$ cat src/rtl/okregbus_pkg.sv
// Shared types and constants for the host register-bus controller.
// No logic: FSM encoding, status bit positions, timeout read pattern.
package okregbus_pkg;

  typedef enum logic [1:0] {
    IDLE   = 2'd0,
    STROBE = 2'd1,
    DONE   = 2'd2
  } state_t;

  localparam int ST_BUSY      = 0;
  localparam int ST_TIMEOUT   = 1;
  localparam int ST_OVERRUN   = 2;
  localparam int ST_LASTRD    = 3;
  localparam int ST_COUNT_LSB = 8;

  localparam logic [15:0] RDATA_TIMEOUT = 16'hDEAD;

endpackage

$ cat src/rtl/okregbus_timeout.sv
// Strobe watchdog: loads TIMEOUT-1 at strobe start, counts down each strobe cycle.
// expired is high on the TIMEOUT-th strobe cycle; no backpressure.
module okregbus_timeout #(
  parameter int TIMEOUT = 255
) (
  input  logic clk,
  input  logic rst,
  input  logic load,
  input  logic run,
  output logic expired
);

  logic [15:0] cnt;

  always_ff @(posedge clk) begin
    if (rst) begin
      cnt <= '0;
    end else if (load) begin
      cnt <= 16'(TIMEOUT - 1);
    end else if (run && (cnt != '0)) begin
      cnt <= cnt - 16'd1;
    end
  end

  assign expired = (cnt == '0);

endmodule

$ cat src/rtl/okregbus_ctrl.sv
// FrontPanel-to-register-bus bridge: one strobed transaction per trigger, done pulse ack+1.
// Triggers arriving while busy are dropped and flagged as overrun; no other backpressure.
module okregbus_ctrl
  import okregbus_pkg::*;
#(
  parameter int ADDR_W  = 8,
  parameter int DATA_W  = 16,
  parameter int TIMEOUT = 255
) (
  input  logic              ti_clk,
  input  logic              rst,
  input  logic [15:0]       cmd_addr,
  input  logic [15:0]       cmd_wdata,
  input  logic              trig_wr,
  input  logic              trig_rd,
  input  logic              clr_flags,
  output logic [ADDR_W-1:0] bus_addr,
  output logic [DATA_W-1:0] bus_wdata,
  output logic              bus_wr,
  output logic              bus_rd,
  input  logic [DATA_W-1:0] bus_rdata,
  input  logic              bus_ack,
  output logic [15:0]       rdata_wire,
  output logic [15:0]       status_wire,
  output logic              done_trig
);

  state_t     state, state_next;
  logic       start_wr, start_rd, finish;
  logic       timeout_evt, overrun_evt;
  logic       expired;
  logic       op_rd;
  logic       last_rd;
  logic       flag_to, flag_ovr;
  logic [7:0] count;
  logic       unused_bits;

  assign unused_bits = ^{cmd_addr, cmd_wdata};

  okregbus_timeout #(.TIMEOUT(TIMEOUT)) u_timeout (
    .clk     (ti_clk),
    .rst     (rst),
    .load    (start_wr | start_rd),
    .run     (state == STROBE),
    .expired (expired)
  );

  always_ff @(posedge ti_clk) begin
    if (rst) state <= IDLE;
    else     state <= state_next;
  end

  always_comb begin
    state_next = state;
    start_wr   = 1'b0;
    start_rd   = 1'b0;
    finish     = 1'b0;
    case (state)
      IDLE: begin
        if (trig_wr) begin
          start_wr   = 1'b1;
          state_next = STROBE;
        end else if (trig_rd) begin
          start_rd   = 1'b1;
          state_next = STROBE;
        end
      end
      STROBE: begin
        if (bus_ack || expired) begin
          finish     = 1'b1;
          state_next = DONE;
        end
      end
      DONE:    state_next = IDLE;
      default: state_next = IDLE;
    endcase
  end

  // A simultaneous ack wins over expiry, so the flag only fires on a true timeout.
  assign timeout_evt = (state == STROBE) && expired && !bus_ack;
  assign overrun_evt = (state == IDLE) ? (trig_wr && trig_rd) : (trig_wr || trig_rd);

  always_ff @(posedge ti_clk) begin
    if (rst) begin
      bus_addr   <= '0;
      bus_wdata  <= '0;
      op_rd      <= 1'b0;
      last_rd    <= 1'b0;
      count      <= '0;
      rdata_wire <= '0;
      flag_to    <= 1'b0;
      flag_ovr   <= 1'b0;
    end else begin
      if (start_wr) begin
        bus_addr  <= cmd_addr[ADDR_W-1:0];
        bus_wdata <= cmd_wdata[DATA_W-1:0];
        op_rd     <= 1'b0;
      end
      if (start_rd) begin
        bus_addr <= cmd_addr[ADDR_W-1:0];
        op_rd    <= 1'b1;
      end
      if (finish) begin
        last_rd <= op_rd;
        count   <= count + 8'd1;
        if (op_rd) rdata_wire <= bus_ack ? 16'(bus_rdata) : RDATA_TIMEOUT;
      end
      if (timeout_evt)    flag_to <= 1'b1;
      else if (clr_flags) flag_to <= 1'b0;
      if (overrun_evt)    flag_ovr <= 1'b1;
      else if (clr_flags) flag_ovr <= 1'b0;
    end
  end

  assign bus_wr    = (state == STROBE) && !op_rd;
  assign bus_rd    = (state == STROBE) && op_rd;
  assign done_trig = (state == DONE);

  always_comb begin
    status_wire                        = '0;
    status_wire[ST_BUSY]               = (state != IDLE);
    status_wire[ST_TIMEOUT]            = flag_to;
    status_wire[ST_OVERRUN]            = flag_ovr;
    status_wire[ST_LASTRD]             = last_rd;
    status_wire[ST_COUNT_LSB +: 8]     = count;
  end

endmodule

$ cat config.mk
export PLATFORM = sky130hd
export DESIGN_NAME = okregbus_ctrl
export DESIGN_NICKNAME = d
export VERILOG_FILES = /design/src/rtl/okregbus_pkg.sv /design/src/rtl/okregbus_timeout.sv /design/src/rtl/okregbus_ctrl.sv
export SDC_FILE = /design/constraint.sdc
export NUM_CORES = 1
export LEC_CHECK = 0
export BUFFER_PORTS_ARGS = -buffer_cell sky130_fd_sc_hd__buf_2
export CAP_MARGIN = 40
export CORE_UTILIZATION = 35
export CTS_CLUSTER_DIAMETER = 30
export DETAILED_ROUTE_END_ITERATION = 10
export GPL_TIMING_DRIVEN = 0
export PLACE_DENSITY = 0.72
export SETUP_SLACK_MARGIN = 0.02
export SYNTH_ARGS = -nofsm -noshare
export SYNTH_HDL_FRONTEND = slang
export SYNTH_SLANG_ARGS = --single-unit
$ cat constraint.sdc
create_clock -name ti_clk -period 4.7 [get_ports ti_clk]
set_clock_uncertainty 0.15 [all_clocks]
set_input_delay 0.705 -clock ti_clk [delete_from_list [all_inputs] [get_ports ti_clk]]
set_output_delay 0.705 -clock ti_clk [all_outputs]
set_load 0.005 [all_outputs]
==> flow_metrics.tcl, run 1 <==
set metrics [dict create \
    whs_ns 0.301 \
    grt_pass1_wl_microns 13000 \
    antenna_found_initial 0 \
    dpl_worst_slack_ns 2.10 \
    netlist_area_sq_um 3040 \
    fp.dieH_microns 95.2 \
    clk_latency_ns 0.35 \
    wl_microns 7960 \
    cts_sinks 70 \
    root_buffer "clkbuf_8" \
    total_power_mw 1.40 \
    syn_avg_cell_area_sq_um 8.20 \
    met2_length_microns 3840 \
    htree_num_levels 3 \
    cp-start-kind "flop" \
    tightest_slew_ns 0.833 \
    gp_congestion 0.840 \
    dp.cells 580 \
    outcome "completed" \
    grt-ovfl-total 0 \
    n_antenna_cell 0 \
    post-cts-setup-buffer-count 0 \
    dr_wl_met3_microns 523 \
    worst_slack_ns 2.09 \
    wl_met1_microns 3520 \
    synth-edff-count 0 \
    final-instance-count-excl-fill 596 \
    syn_inst 371 \
    cts.reportedPaths.clkPinSlew_ns 0.08 \
    fillCellCount 832 \
    ys_warn_count 0 \
    clockBufferDepth 2 \
    fin_crit_ns 2.61 \
    dp_hpwl_microns 5850 \
    postPlaceCellArea_sq_um 3690 \
    die_w_microns 95.2 \
    fmax_mhz 383 \
    synth_top_area_share 0.461 \
    fp.dieArea_sq_um 9070 \
    ys_ff_latch 70 \
    rows 33 \
    ys_top_cells_by_area "dfxtp_1 46%, a21oi_1 7.1%, nand2_1 7.0%, a211oi_1 3.5%, nor2_1 3.0%" \
    finalSetupViolations 0 \
    worst-path-max-fanout 10 \
    start_util 0.367 \
    port_buffers 100 \
    postRouteAntennaNets 0 \
    tritoncts "yes" \
    cts-resized-gates 0 \
    drc_errors 0 \
    hold_path_class "flop to flop" \
    critPathKind "flop to flop" \
    required_ns 4.77 \
    synth_flop_cell "dfxtp_1" \
    relSlewSlack 0.440 \
    first_pass_iters 5 \
    powerDensity_nw_per_um2 358 \
    synth-seq-area-share 0.461 \
    top_layer "met4" \
    tns_ns 0 \
    multi_input_area_sq_um 1450 \
    grt_use_total 0.182 \
    grt_max_degree 13 \
    rsz0062_at_grt "false" \
    min_period_over_period 0.556 \
    io_pins 113 \
    drtIter0Drc 128 \
    yosysMostFrequentCell "dfxtp_1" \
    core_sq_um 8300 \
    post-synth-top-area-cell "dfxtp_1" \
    cts_buffers 9 \
    async_flop_share 0 \
    post-route-cell-area_sq_um 3920 \
    final_nets 542 \
    via_per_inst 5.08 \
    leakagePower_nw 1.71 \
    end_kind "flop" \
    finalHoldViolCount 0 \
    slew_violations 0 \
    worstPathArrival_ns 2.68 \
    cap_violations 0 \
    drive_gt1_frac 0.277 \
    area_growth_pct 28.9 \
    wl_per_cell_microns 13.3 \
    hold_buffers 0 \
    synth_common_cells "70 x dfxtp_1, 57 x nand2_1, 43 x a21oi_1, 24 x nor2_1, 18 x clkbuf_1" \
    irDropWorstVdd_v 0.000210 \
    regArea_sq_um 1400 \
    first_global_vias 2812 \
    vias 3027 \
    synth.distinct_cells 45 \
    fin_util 0.472 \
]
## critical path: stages (launching register included)
cell	delay, ns
dfxtp_1	0.35
nor4_1	0.73
nand4_1	0.30
clkbuf_1	0.30
a21boi_0	0.47
o21ai_0	0.18
## sequential cells by signal, indices dropped and copies added, names as in the netlist
signal         cells
rdata_wire        16
flag_ovr           1
bus_wdata         16
state              2
bus_addr           8
flag_to            1
last_rd            1
count              8
u_timeout.cnt     16
op_rd              1
## cells in the final DEF (no fill, tap or decap), types with 2 or more instances in the layout
cell	n
nand2b_1	12
buf_1	2
a211oi_1	14
nor2_1	24
or3_1	9
nor4_1	4
nand3b_1	5
buf_4	7
or3_2	2
clkbuf_1	18
inv_1	16
o21ai_0	13
nor2b_1	8
a21oi_1	43
and3_1	3
and2_1	2
buf_2	102
mux2_2	5
bufinv_16	2
a311oi_1	3
nand3_1	6
and4_1	2
a31oi_1	4
nor4b_1	2
nor3_1	5
mux2i_1	2
or2_2	2
or4_1	8
o31ai_1	4
clkbuf_8	11
conb_1	4
nand4_1	3
dfxtp_1	70
nand2_1	57
ha_1	2
## cells by family (layout without fill, tap and decap cells)
logic type | Yosys count | after routing | share of synthesized area
other cells | 1 | 4 | 0.00123
simple gates | 159 | 159 | 0.270
compound gates | 87 | 87 | 0.169
mux | 7 | 7 | 0.0251
fa+ha+maj | 2 | 2 | 0.00823
flops | 70 | 70 | 0.461
buf+inv | 45 | 162 | 0.0650
## report_power, final
part	leakage (nW)	total, mW	internal [mW]	switching, mW
combinational	1.02	0.193	0.0802	0.113
sequential	0.571	0.647	0.624	0.0223
clock	0.116	0.562	0.328	0.235
total	1.71	1.40	1.03	0.370
## final cells by class
class,instances,share of cell area
Sequential cell,70,0.357
Timing Repair Buffer,101,0.129
Tap cell,105,0.0335
Buffer,28,0.0341
Inverter,17,0.0163
Multi-Input combinational cell,259,0.371
Clock buffer,11,0.0386
Clock inverter,5,0.0207
## path summary, 6_finish.rpt
| path | startpoint | end | slack (ns) | cells past startpoint |
|---|---|---|---|---|
| max | u_timeout.cnt[7] | rdata_wire[4] | 2.09 | 5 |
| min | bus_addr[6] | bus_addr[6] | 0.30 | 2 |
| max reg2reg | u_timeout.cnt[7] | rdata_wire[4] | 2.09 | 5 |
| min reg2reg | bus_addr[6] | bus_addr[6] | 0.30 | 2 |
## layer usage
metal	vias up	GRT usage
li1	1527	-
met1	1402	0.225
met2	92	0.307
met3	6	0.0494
met4	0	0.0568
met5	-	0
Note: power is estimated with default switching activity, not from simulation.
==> inputs of run 2 (changes only) <==
--- a/config.mk
+++ b/config.mk
@@ -5,13 +5,14 @@
 export SDC_FILE = /design/constraint.sdc
 export NUM_CORES = 1
 export LEC_CHECK = 0
+export ABC_AREA = 1
 export BUFFER_PORTS_ARGS = -buffer_cell sky130_fd_sc_hd__buf_2
 export CAP_MARGIN = 40
 export CORE_UTILIZATION = 35
 export CTS_CLUSTER_DIAMETER = 30
 export DETAILED_ROUTE_END_ITERATION = 10
 export GPL_TIMING_DRIVEN = 0
-export PLACE_DENSITY = 0.72
+export PLACE_DENSITY = 0.74
 export SETUP_SLACK_MARGIN = 0.02
 export SYNTH_ARGS = -nofsm -noshare
 export SYNTH_HDL_FRONTEND = slang
==> constraint.sdc (replaced) <==
create_clock -name ti_clk -period 2.15 [get_ports ti_clk]
set_clock_uncertainty 0.15 [all_clocks]
set_input_delay 0.3225 -clock ti_clk [delete_from_list [all_inputs] [get_ports ti_clk]]
set_output_delay 0.3225 -clock ti_clk [all_outputs]
set_load 0.005 [all_outputs]
==> flow_metrics.tcl, run 2 <==
set metrics [dict create \
    outcome "completed" \
    cts_sinks 70 \
    slew_violations 0 \
    holdPathEnd "bus_addr[5]" \
    grt.busiest_layer "met2" \
    synth_top_area_share 0.431 \
    wl_microns 7950 \
    relSlewSlack 0.588 \
    grt_use_met2 0.308 \
    worstHoldPathCells 3 \
    cts-resized-gates 0 \
    met1_usage 0.193 \
    leakagePower_nw 2.00 \
    grt_use_total 0.174 \
    drc_errors 0 \
    gp_congestion 0.889 \
    slowest_delay_ns 0.32 \
    multi_input_area_sq_um 1560 \
    r2r-end "u_timeout.cnt[4]" \
    htree_num_levels 3 \
    worst-path-max-fanout 10 \
    grt-ovfl-total 0 \
    wl_per_cell_microns 11.7 \
    fillCellCount 908 \
    min_period_over_period 0.883 \
    yosysMostFrequentCell "nand2_1" \
    cts_buffers 9 \
    syn_avg_cell_area_sq_um 7.16 \
    tightest_slew_ns 0.618 \
    first_global_vias 3202 \
    core_sq_um 8850 \
    die_w_microns 98.4 \
    drtIter0Drc 148 \
    syn_inst 454 \
    async_flop_share 0 \
    rows 34 \
    cts.reportedPaths.clkPinSlew_ns 0.08 \
    synth-edff-count 0 \
    final_nets 623 \
    tritoncts "yes" \
    ys_warn_count 0 \
    end_kind "output port" \
    fmax_mhz 527 \
    port_buffers 99 \
    vias 3206 \
    cap_violations 0 \
    use_met3 0.0544 \
    fp.dieArea_sq_um 9670 \
    regArea_sq_um 1400 \
    tns_ns 0 \
    layout_commonest_cell "buf_2" \
    worst_slack_ns 0.252 \
    post-route-cell-area_sq_um 4090 \
    worstPathArrival_ns 1.43 \
    via_per_inst 4.71 \
    fin_util 0.462 \
    fp.dieH_microns 98.4 \
    post-cts-setup-buffer-count 0 \
    r2r_slack_ns 0.41 \
    hold_buffers 0 \
    clk_latency_ns 0.34 \
    layout_common_cells "104 x buf_2, 92 x nand2_1, 87 x nor2_1" \
    rsz0062_at_grt "false" \
    synth-seq-area-share 0.431 \
    ys_top_cells_by_area "dfxtp_1 43%, nand2_1 11%, nor2_1 10%, a21oi_1 5.7%, o21ai_0 4.0%" \
    largestRegisters "bus_wdata (16), rdata_wire (16), u_timeout.cnt (16)" \
    dp_hpwl_microns 6030 \
    clockBufferDepth 2 \
    cpMaxStageDelayCell "dfxtp_1" \
    synth_common_cells "92 x nand2_1, 87 x nor2_1, 70 x dfxtp_1, 37 x a21oi_1, 32 x inv_1" \
    first_pass_iters 6 \
    irDropWorstVdd_v 0.000507 \
    cp-start-kind "flop" \
    powerDensity_nw_per_um2 758 \
    holdCritStartpoint "cmd_addr[5]" \
    grt_max_degree 13 \
    finalSetupViolations 0 \
    path_common_cell "buf_2" \
    root_buffer "clkbuf_8" \
    reg2reg_depth 10 \
    synth_flop_cell "dfxtp_1" \
    hold_path_class "input port to flop" \
    finalHoldViolCount 0 \
    postPlaceCellArea_sq_um 3890 \
    start_util 0.367 \
    synth.distinct_cells 31 \
    netlist_area_sq_um 3250 \
    dpl_worst_slack_ns 0.427 \
    crit_chain "inv_1 -> nand2_1 -> nor2_2 -> buf_2 -> buf_2" \
    postRouteAntennaNets 0 \
    ys_ff_latch 70 \
    critPathKind "flop to output port" \
    n_antenna_cell 0 \
    total_power_mw 3.10 \
    required_ns 1.68 \
    grt_pass1_wl_microns 13800 \
    io_pins 113 \
    area_growth_pct 25.9 \
    antenna_found_initial 0 \
    post-synth-top-area-cell "dfxtp_1" \
    drive_gt1_frac 0.269 \
    r2r-start "u_timeout.cnt[0]" \
    fin_crit_ns 1.90 \
]
## run 2: cell families after synthesis
| kind of cell | share of synthesized area |
|---|---|
| AND/OR/NAND/NOR | 0.347 |
| flip-flops | 0.431 |
| AO/OA/AOI/OAI | 0.102 |
| buffers and inverters | 0.0920 |
| XOR/XNOR | 0.0189 |
| adder cells (fa/ha/maj) | 0.00770 |
| other | 0.00115 |
## run 2: routing by layer
metal  vias up  wire length (microns)
li1       1667                      -
met1      1448                   3510
met2        85                   3900
met3         6                    479
met4         0                     54
met5         -                      0
## run 2: layout make-up
type	instances	share of cell area
multi-input cells	326	0.381
inverters	35	0.0321
well taps	108	0.0330
repair buffers	99	0.121
clock inverters	5	0.0144
flip-flops and latches	70	0.343
plain buffers	26	0.0410
clock buffers	11	0.0346
## run 2: worst max-delay path by stage
stage	from	cells after the start	slack, ns	end
floorplan	u_timeout.cnt[0]	10	0.57	u_timeout.cnt[3]
global placement	u_timeout.cnt[0]	10	0.46	u_timeout.cnt[3]
detailed placement	u_timeout.cnt[0]	10	0.43	count[5]
CTS	state[1]	5	0.22	bus_rd
global route	state[1]	5	0.08	bus_rd
finish	state[1]	5	0.25	bus_rd
## run 2: through the flow
step | instances | hold slack, ns
after floorplan | 457 | 0.290
final | 680 | 0.0561
after detailed placement | 664 | 0.308
after global placement | 664 | 0.296
after CTS | 680 | 0.0394
after global routing | 680 | 0.0525
## run 2: where the power goes
| group | internal [mW] | leakage [nW] | switching, mW |
|---|---|---|---|
| clock network | 0.568 | 0.0955 | 0.510 |
| logic | 0.232 | 1.33 | 0.358 |
| registers | 1.38 | 0.573 | 0.0549 |
## run 2: worst max-delay path, delay by kind of cell, from the launching register on
kind | cells | cell delay (ns)
flops | 1 | 0.32
simple gates | 2 | 0.29
buf+inv | 3 | 0.47
